File: config.mk
export PLATFORM = sky130hd
export DESIGN_NAME = uart_rx_fifo
export DESIGN_NICKNAME = d
export VERILOG_FILES = /design/src/rtl/uart_rx_fifo.sv
export SDC_FILE = /design/constraint.sdc
export NUM_CORES = 1
export LEC_CHECK = 0
export BUFFER_PORTS_ARGS = -buffer_cell sky130_fd_sc_hd__buf_4
export CAP_MARGIN = 20
export CORE_MARGIN = 2
export CORE_UTILIZATION = 55
export DETAILED_ROUTE_END_ITERATION = 10
export PLACE_DENSITY = 0.72
export SYNTH_ARGS = -nofsm -noshare
export SYNTH_HDL_FRONTEND = slang
export SYNTH_SLANG_ARGS = --single-unit
File: constraint.sdc
create_clock -name clk -period 8.7 [get_ports clk]
set_clock_uncertainty 0.05 [all_clocks]
set_input_delay 0.87 -clock clk [delete_from_list [all_inputs] [get_ports clk]]
set_output_delay 0.87 -clock clk [all_outputs]
set_load 0.01 [all_outputs]
File: src/rtl/uart_rx_fifo.sv
// 16x-oversampled UART receiver into a show-ahead byte FIFO; 8E1 framing when UART_RX_PARITY_EN is defined, else 8N1.
// A good byte is pushed the cycle after its stop sample; a push into a full FIFO without rd_en is dropped and flags overrun.
module uart_rx_fifo #(
  parameter int CLK_FREQ   = 50000000,
  parameter int BAUD       = 115200,
  parameter int DEPTH_LOG2 = 4
) (
  input  logic       clk,
  input  logic       reset,
  input  logic       rx,
  input  logic       rd_en,
  input  logic       clr_err,
  output logic [7:0] dout,
  output logic       empty,
  output logic       full,
  output logic       frame_err,
  output logic       overrun,
  output logic       parity_err
);

  localparam int DIV_RAW = CLK_FREQ / (BAUD * 16);
  localparam int DIV     = (DIV_RAW < 1) ? 1 : DIV_RAW;
  localparam int TW      = (DIV > 1) ? $clog2(DIV) : 1;
  localparam int DEPTH   = 1 << DEPTH_LOG2;
  localparam logic [DEPTH_LOG2:0] FULL_CNT = (DEPTH_LOG2 + 1)'(DEPTH);

  localparam logic [2:0] IDLE      = 3'd0;
  localparam logic [2:0] START     = 3'd1;
  localparam logic [2:0] DATA      = 3'd2;
  localparam logic [2:0] STOP      = 3'd3;
  localparam logic [2:0] WAIT_IDLE = 3'd4;
`ifdef UART_RX_PARITY_EN
  localparam logic [2:0] PARITY    = 3'd5;
`endif

  logic            rx_meta, rxs, rxs_d;
  logic [2:0]      state;
  logic [TW-1:0]   tcnt;
  logic            tick, enter_start;
  logic [3:0]      scnt;
  logic [2:0]      bidx;
  logic [7:0]      shreg;
  logic            push, par_ok, frame_set;

  always_ff @(posedge clk or posedge reset) begin
    if (reset) begin
      rx_meta <= 1'b1;
      rxs     <= 1'b1;
      rxs_d   <= 1'b1;
    end else begin
      rx_meta <= rx;
      rxs     <= rx_meta;
      rxs_d   <= rxs;
    end
  end

  assign enter_start = (state == IDLE) && rxs_d && !rxs;
  assign tick        = (tcnt == TW'(DIV - 1));
  assign frame_set   = (state == STOP) && tick && (scnt == 4'd15) && !rxs;

  // Tick phase is realigned to the start edge so mid-bit sampling is exact.
  always_ff @(posedge clk or posedge reset) begin
    if (reset)                     tcnt <= '0;
    else if (enter_start || tick)  tcnt <= '0;
    else                           tcnt <= tcnt + 1'b1;
  end

`ifdef UART_RX_PARITY_EN
  logic par_bad, par_set;
  assign par_set = (state == PARITY) && tick && (scnt == 4'd15) && (^{rxs, shreg});
  assign par_ok  = !par_bad;
`else
  assign par_ok  = 1'b1;
`endif

  always_ff @(posedge clk or posedge reset) begin
    if (reset) begin
      state <= IDLE;
      scnt  <= 4'd0;
      bidx  <= 3'd0;
      shreg <= 8'd0;
      push  <= 1'b0;
`ifdef UART_RX_PARITY_EN
      par_bad <= 1'b0;
`endif
    end else begin
      push <= 1'b0;
      case (state)
        IDLE: if (enter_start) begin
          state <= START;
          scnt  <= 4'd0;
        end
        START: if (tick) begin
          if (scnt == 4'd7) begin
            scnt  <= 4'd0;
            bidx  <= 3'd0;
            state <= rxs ? IDLE : DATA;
          end else begin
            scnt <= scnt + 1'b1;
          end
        end
        DATA: if (tick) begin
          scnt <= scnt + 1'b1;
          if (scnt == 4'd15) begin
            shreg <= {rxs, shreg[7:1]};
            bidx  <= bidx + 1'b1;
`ifdef UART_RX_PARITY_EN
            if (bidx == 3'd7) state <= PARITY;
`else
            if (bidx == 3'd7) state <= STOP;
`endif
          end
        end
`ifdef UART_RX_PARITY_EN
        PARITY: if (tick) begin
          scnt <= scnt + 1'b1;
          if (scnt == 4'd15) begin
            par_bad <= par_set;
            state   <= STOP;
          end
        end
`endif
        STOP: if (tick) begin
          scnt <= scnt + 1'b1;
          if (scnt == 4'd15) begin
            if (rxs) begin
              state <= IDLE;
              push  <= par_ok;
            end else begin
              state <= WAIT_IDLE;
            end
          end
        end
        WAIT_IDLE: if (rxs) state <= IDLE;
        default: state <= IDLE;
      endcase
    end
  end

  logic [DEPTH_LOG2-1:0] wr_ptr, rd_ptr;
  logic [DEPTH_LOG2:0]   count;
  logic [7:0]            mem [DEPTH];
  logic [7:0]            dout_hold;
  logic                  do_push, do_pop, drop;

  assign empty   = (count == '0);
  assign full    = (count == FULL_CNT);
  assign do_pop  = rd_en && !empty;
  assign do_push = push && (!full || do_pop);
  assign drop    = push && full && !do_pop;
  assign dout    = empty ? dout_hold : mem[rd_ptr];

  always_ff @(posedge clk or posedge reset) begin
    if (reset) begin
      wr_ptr    <= '0;
      rd_ptr    <= '0;
      count     <= '0;
      dout_hold <= 8'd0;
    end else begin
      if (do_push) wr_ptr <= wr_ptr + 1'b1;
      if (do_pop)  rd_ptr <= rd_ptr + 1'b1;
      case ({do_push, do_pop})
        2'b10:   count <= count + 1'b1;
        2'b01:   count <= count - 1'b1;
        default: count <= count;
      endcase
      if (!empty) dout_hold <= mem[rd_ptr];
    end
  end

  always_ff @(posedge clk) begin
    if (do_push) mem[wr_ptr] <= shreg;
  end

  // Set wins over a coincident clear.
  always_ff @(posedge clk or posedge reset) begin
    if (reset) begin
      frame_err <= 1'b0;
      overrun   <= 1'b0;
    end else begin
      if (frame_set)    frame_err <= 1'b1;
      else if (clr_err) frame_err <= 1'b0;
      if (drop)         overrun <= 1'b1;
      else if (clr_err) overrun <= 1'b0;
    end
  end

`ifdef UART_RX_PARITY_EN
  always_ff @(posedge clk or posedge reset) begin
    if (reset)        parity_err <= 1'b0;
    else if (par_set) parity_err <= 1'b1;
    else if (clr_err) parity_err <= 1'b0;
  end
`else
  assign parity_err = 1'b0;
`endif

endmodule

Yosys cells after proc, flatten, opt, wreduce, memory -nomap -nowiden. Memories as Yosys holds them, arrays and structs flattened. Cells that the tools add are included.

Input bits: 5. Flip-flop bits (word level): 50. RAM bits: 128. Memories: 1. Word-level logic and storage cells: 105.

Equality and inequality tests: 21. Muxes and demuxes: 34. $add $sub $neg: 7. Reductions and logical operators: 27.

Memories: mem (depth 16, width 8, rd ports 1, clocked after Yosys merged registers in 0, wr ports 1, line 142) `logic [7:0] mem [DEPTH];`.

Operators with widths (count): 3-bit 2-to-1 mux (14); 4-bit 2-to-1 mux (4); 2-bit != test, second input constant (8); 3-bit case mux with 5 select lines (1); 4-bit by 1-bit adder with 4-bit output, second input constant (3); 4-bit case mux with 3 select lines (1); 5-bit by 1-bit adder with 5-bit output, second input constant (2); 5-bit equality test, second input constant (2); 5-bit case mux with 2 select lines (1); 1-bit logical AND (9); 1-bit 2-to-1 mux (9); 9-bit AND reduction (1); 8-bit 2-to-1 mux (1); 2-bit nonzero test (4); 3-bit by 2-bit equality test with 1-bit output, second input constant (2); 3-bit equality test, second input constant (2); 3-bit case mux with 2 select lines (1); 5-bit zero test (1); 5-bit 2-to-1 mux (1); 5-bit AND reduction (1); 5-bit by 1-bit subtractor with 5-bit output, second input constant (1); 4-bit by 3-bit equality test with 1-bit output, second input constant (1); 4-bit equality test, second input constant (1); 1-bit zero test (4); other kinds (12) (14).

Depth between registers and ports, before layout.
Depth after elaboration: 7. Depth in mapped cells: 9. Mapped depth without buffers: 8.

Worst setup path before layout. OpenSTA, ideal clock, no wires.

Kind: reg-to-output. Start: register rd_ptr[1]. End: output dout[0]. Path slack: 5.861 ns. Arrival time: 1.919 ns. Path buffers: 2. Cell stages (with the launch flop): 7. Path through: dfrtp_1 buf_2 buf_2 mux4_2 mux2_2 a22oi_1 o21ai_0.

Cells in the longest elaborated chain, start to end: 2.

RTL lines: start, declared (line 140) `logic [DEPTH_LOG2-1:0] wr_ptr, rd_ptr;`; start signal, assigned (line 161) `if (do_pop) rd_ptr <= rd_ptr + 1'b1;`; memory 16 x 8 bit; 8-bit 2-to-1 mux; end, declared (line 13) `output logic [7:0] dout,`.

Every way passes these cells.

Final worst setup path.
Start: register rd_ptr[1]. End: output dout[1].

The elaborated chain is that of the path after synthesis.

==> results.py <==
metrics = {
    "die": {
        "dieHeight_um": 119,
        "dieArea_um2": 14300,
        "die_w_um": 119,
        "rows": 42,
        "start_util_pct": 55.8,
        "ios": 18,
        "core-area_um2": 13100,
    },
    "finish": {
        "fin_nets": 473,
        "design_area_um2": 8280,
        "fill_cells": 936,
        "syn_to_final_growth_pct": 12.9,
        "drive_above_1_share_pct": 26.0,
        "num_antenna_cells": 0,
    },
    "cts": {
        "hold_buffers": 0,
        "cts_buffer_depth": 2,
        "cts_tree": "built",
        "cts_setup_buffers": 0,
        "cts.clk_slew.worst_paths_ps": 60,
        "clockRootBuffer": "clkbuf_16",
        "clk_latency_ps": 430,
        "numCtsBuffers": 17,
        "post_cts_resized": 0,
        "clock-sinks": 178,
        "htree_levels": 4,
    },
    "timing": {
        "hold_violations": 0,
        "fin_setup_tns_ps": 0,
        "slew_viol_final": 0,
        "max_freq_mhz": 258,
        "fin_crit_sh_pct": 44.5,
        "min_period_ps": 3870,
        "rsz0062_at_grt": "no",
        "setup_viol": 0,
        "relSlewSlack_pct": 34.4,
        "worstMarginPinSlew_ps": 984,
    },
    "synth": {
        "synth_top_family_by_area": "multiplexers",
        "netlist_instances": 430,
        "synth_xor_area_share_pct": 1.55,
        "ys_seq_elements": 178,
        "mappedNetlistArea_um2": 7330,
        "synthAdderAreaFrac_pct": 1.88,
        "synth_ff_type": "edfxtp_1",
        "avgSynthCellArea_um2": 17.0,
        "ys_seq_area_share_pct": 69.6,
        "async_flop_share_pct": 28.1,
        "synth-compound-area-share_pct": 4.87,
        "synth_cell_type_count": 56,
        "synth-edff-count": 128,
        "syn_nets": 446,
        "muxShareOfSynthArea_pct": 14.1,
        "synth-simple-area-share_pct": 5.75,
        "yosysWarnings": 0,
    },
    "setup_path": {
        "crit_top_cell": "buf_4",
        "critPathMaxStageDelay_ps": 680,
        "critical_path_class": "reg2out",
        "cp-end-kind": "output pin",
        "slowest_stage": "dfrtp_2",
        "crit_arrival_ps": 2950,
        "worst-path-max-fanout": 18,
        "crit_required_ps": 7780,
        "crit_chain": "buf_4, mux4_2, mux2_2, a22oi_1, o21ai_0, buf_4",
        "r2r_slack_ps": 5590,
        "start_kind": "flop",
        "cp_top_family": "multiplexers",
        "cp_num_buf_inv": 2,
    },
    "global_routing": {
        "antenna_found_initial": 0,
        "grt_first_pass_wirelength_mm": 22.1,
        "grt_pass1_vias": 3965,
        "overflow": 0,
        "grt_max_degree": 51,
        "grt_use_total_pct": 21.3,
    },
    "route": {
        "drtPass1Iterations": 5,
        "drt_wl_total_mm": 13.9,
        "viasPerCell": 5.97,
        "drc": 0,
        "initialDrtViolationCount": 406,
        "ant_nets": 0,
        "wl_per_cell_um": 21.6,
        "via_count": 3854,
    },
    "run_status": {
        "status": "completed",
    },
    "placed_design": {
        "portBuffers": 16,
        "postPlaceCellArea_um2": 7650,
        "place.gp.congestion": 0.794,
        "hpwl_mm": 8.47,
    },
    "pwr": {
        "irDropWorstVdd_v": 0.000207,
        "p_leak_uw": 0.00334,
        "power_density_nw_per_um2": 262,
    },
    "worst_hold_path": {
        "hold_path.class": "reg2reg",
    },
    "run": {
        "cap_violations": 0,
    },
}
layout make-up:
type,instances,area (um^2),area share (%)
clock inverters,11,126,1.53
clock buffers,21,470,5.68
inverters,18,67.6,0.816
well taps,176,220,2.66
multi-input cells,215,2080,25.1
flip-flops and latches,178,5100,61.6
repair buffers,27,215,2.60
cell usage in the layout (no fill, tap or decap), types with 4 or more instances in the layout:
cell	Yosys	routed
a21oi_1	9	9
a22oi_1	8	8
and3_1	4	4
buf_4	2	25
clkbuf_16	0	17
dfrtp_1	47	46
edfxtp_1	128	128
ha_1	11	11
inv_1	18	17
mux2_2	17	17
mux2i_1	12	12
mux4_2	32	32
nand2_1	10	10
nand2b_1	4	4
nand3_1	7	7
nor2_1	23	23
nor4_1	7	7
o21ai_0	16	16
xnor2_1	7	7
xor2_1	6	6
power breakdown:
part           internal [uW]  switching (uW)
clock                    448             317
combinational            166             202
sequential               954            83.7
total                   1570             603
kinds of logic (layout without fill, tap and decap cells):
family                     Yosys count  in the layout
buffers and inverters               37             77
and+or+nand+nor                     76             76
other                                1              1
adders and majority gates           11             11
xor gates and xnor gates            13             13
AOI/OAI and AO/OA                   53             53
DFF                                178            178
muxes                               61             61
metal layers:
layer / track usage [%] / up-vias / part of all wire, %
met1: 29.5 / 1994 / 43
li1: - / 1724 / -
met5: 0 / - / 0
met4: 5.96 / 0 / 0.93
met2: 34.6 / 123 / 51
met3: 4.89 / 13 / 4.7
cell usage after synthesis (all sizes together), types with 2 or more instances:
cell | instances | area share, %
nor2 | 24 | 1.3
a21oi | 9 | 0.61
a22oi | 8 | 0.82
o21a | 3 | 0.31
xor2 | 6 | 0.72
nand2b | 4 | 0.34
or4b | 2 | 0.27
edfxtp | 128 | 52
o2bb2ai | 2 | 0.32
nor3b | 2 | 0.20
nor4 | 8 | 0.77
xnor2 | 7 | 0.84
nand3 | 7 | 0.48
inv | 18 | 0.92
mux2i | 12 | 1.6
o21ai | 19 | 1.3
nor3 | 5 | 0.34
mux2 | 17 | 2.6
nand2 | 10 | 0.51
or4 | 3 | 0.31
dfrtp | 47 | 16
and3 | 4 | 0.34
dfstp | 3 | 1.1
mux4 | 32 | 9.8
clkbuf | 8 | 0.41
ha | 11 | 1.9
buf | 11 | 0.89
path summary, 6_finish.rpt:
check | end | from | cells after the start
setup / recovery | dout[1] | rd_ptr[1]$_DFFE_PP0N_ | 6
hold / removal | rxs$_DFF_PP1_ | rx_meta$_DFF_PP1_ | 0
setup reg to reg | count[4]$_DFFE_PP0P_ | count[0]$_DFFE_PP0P_ | 8
hold reg to reg | rxs$_DFF_PP1_ | rx_meta$_DFF_PP1_ | 0
max in group asynchronous | rxs_d$_DFF_PP1_ | reset | 3
min in group asynchronous | rd_ptr[0]$_DFFE_PP0N_ | reset | 2
worst reg2reg max path: cells and delay by family, from the launching register on:
family                   cells  cell delay, ps
adder cells (fa/ha/maj)      1             220
XOR/XNOR                     2             330
AO/OA/AOI/OAI                3            1140
AND/OR/NAND/NOR              2             830
flip-flops                   1             430
state kept, by name, indices dropped and copies added (netlist names):
register and count:
bidx 3, count 5, dout_hold 8, frame_err 1, mem 128, overrun 1
push 1, rd_ptr 4, rx_meta 1, rxs 1, rxs_d 1, scnt 4
shreg 8, state 3, tcnt 5, wr_ptr 4
per-stage QoR:
step	worst slack (ps)	std cells	total power (uW)	hold WS, ps	util, %
2_1_floorplan	5860	430	1330	295	-
3_3_place_gp	5230	612	1410	313	58.2
3_5_place_dp	5230	612	1420	314	58.2
4_1_cts	4770	644	2190	321	62.8
5_1_grt	4610	646	2270	325	63.0
6_report	4830	646	2170	314	63.0
No activity file was read; power rests on OpenSTA's default activity.
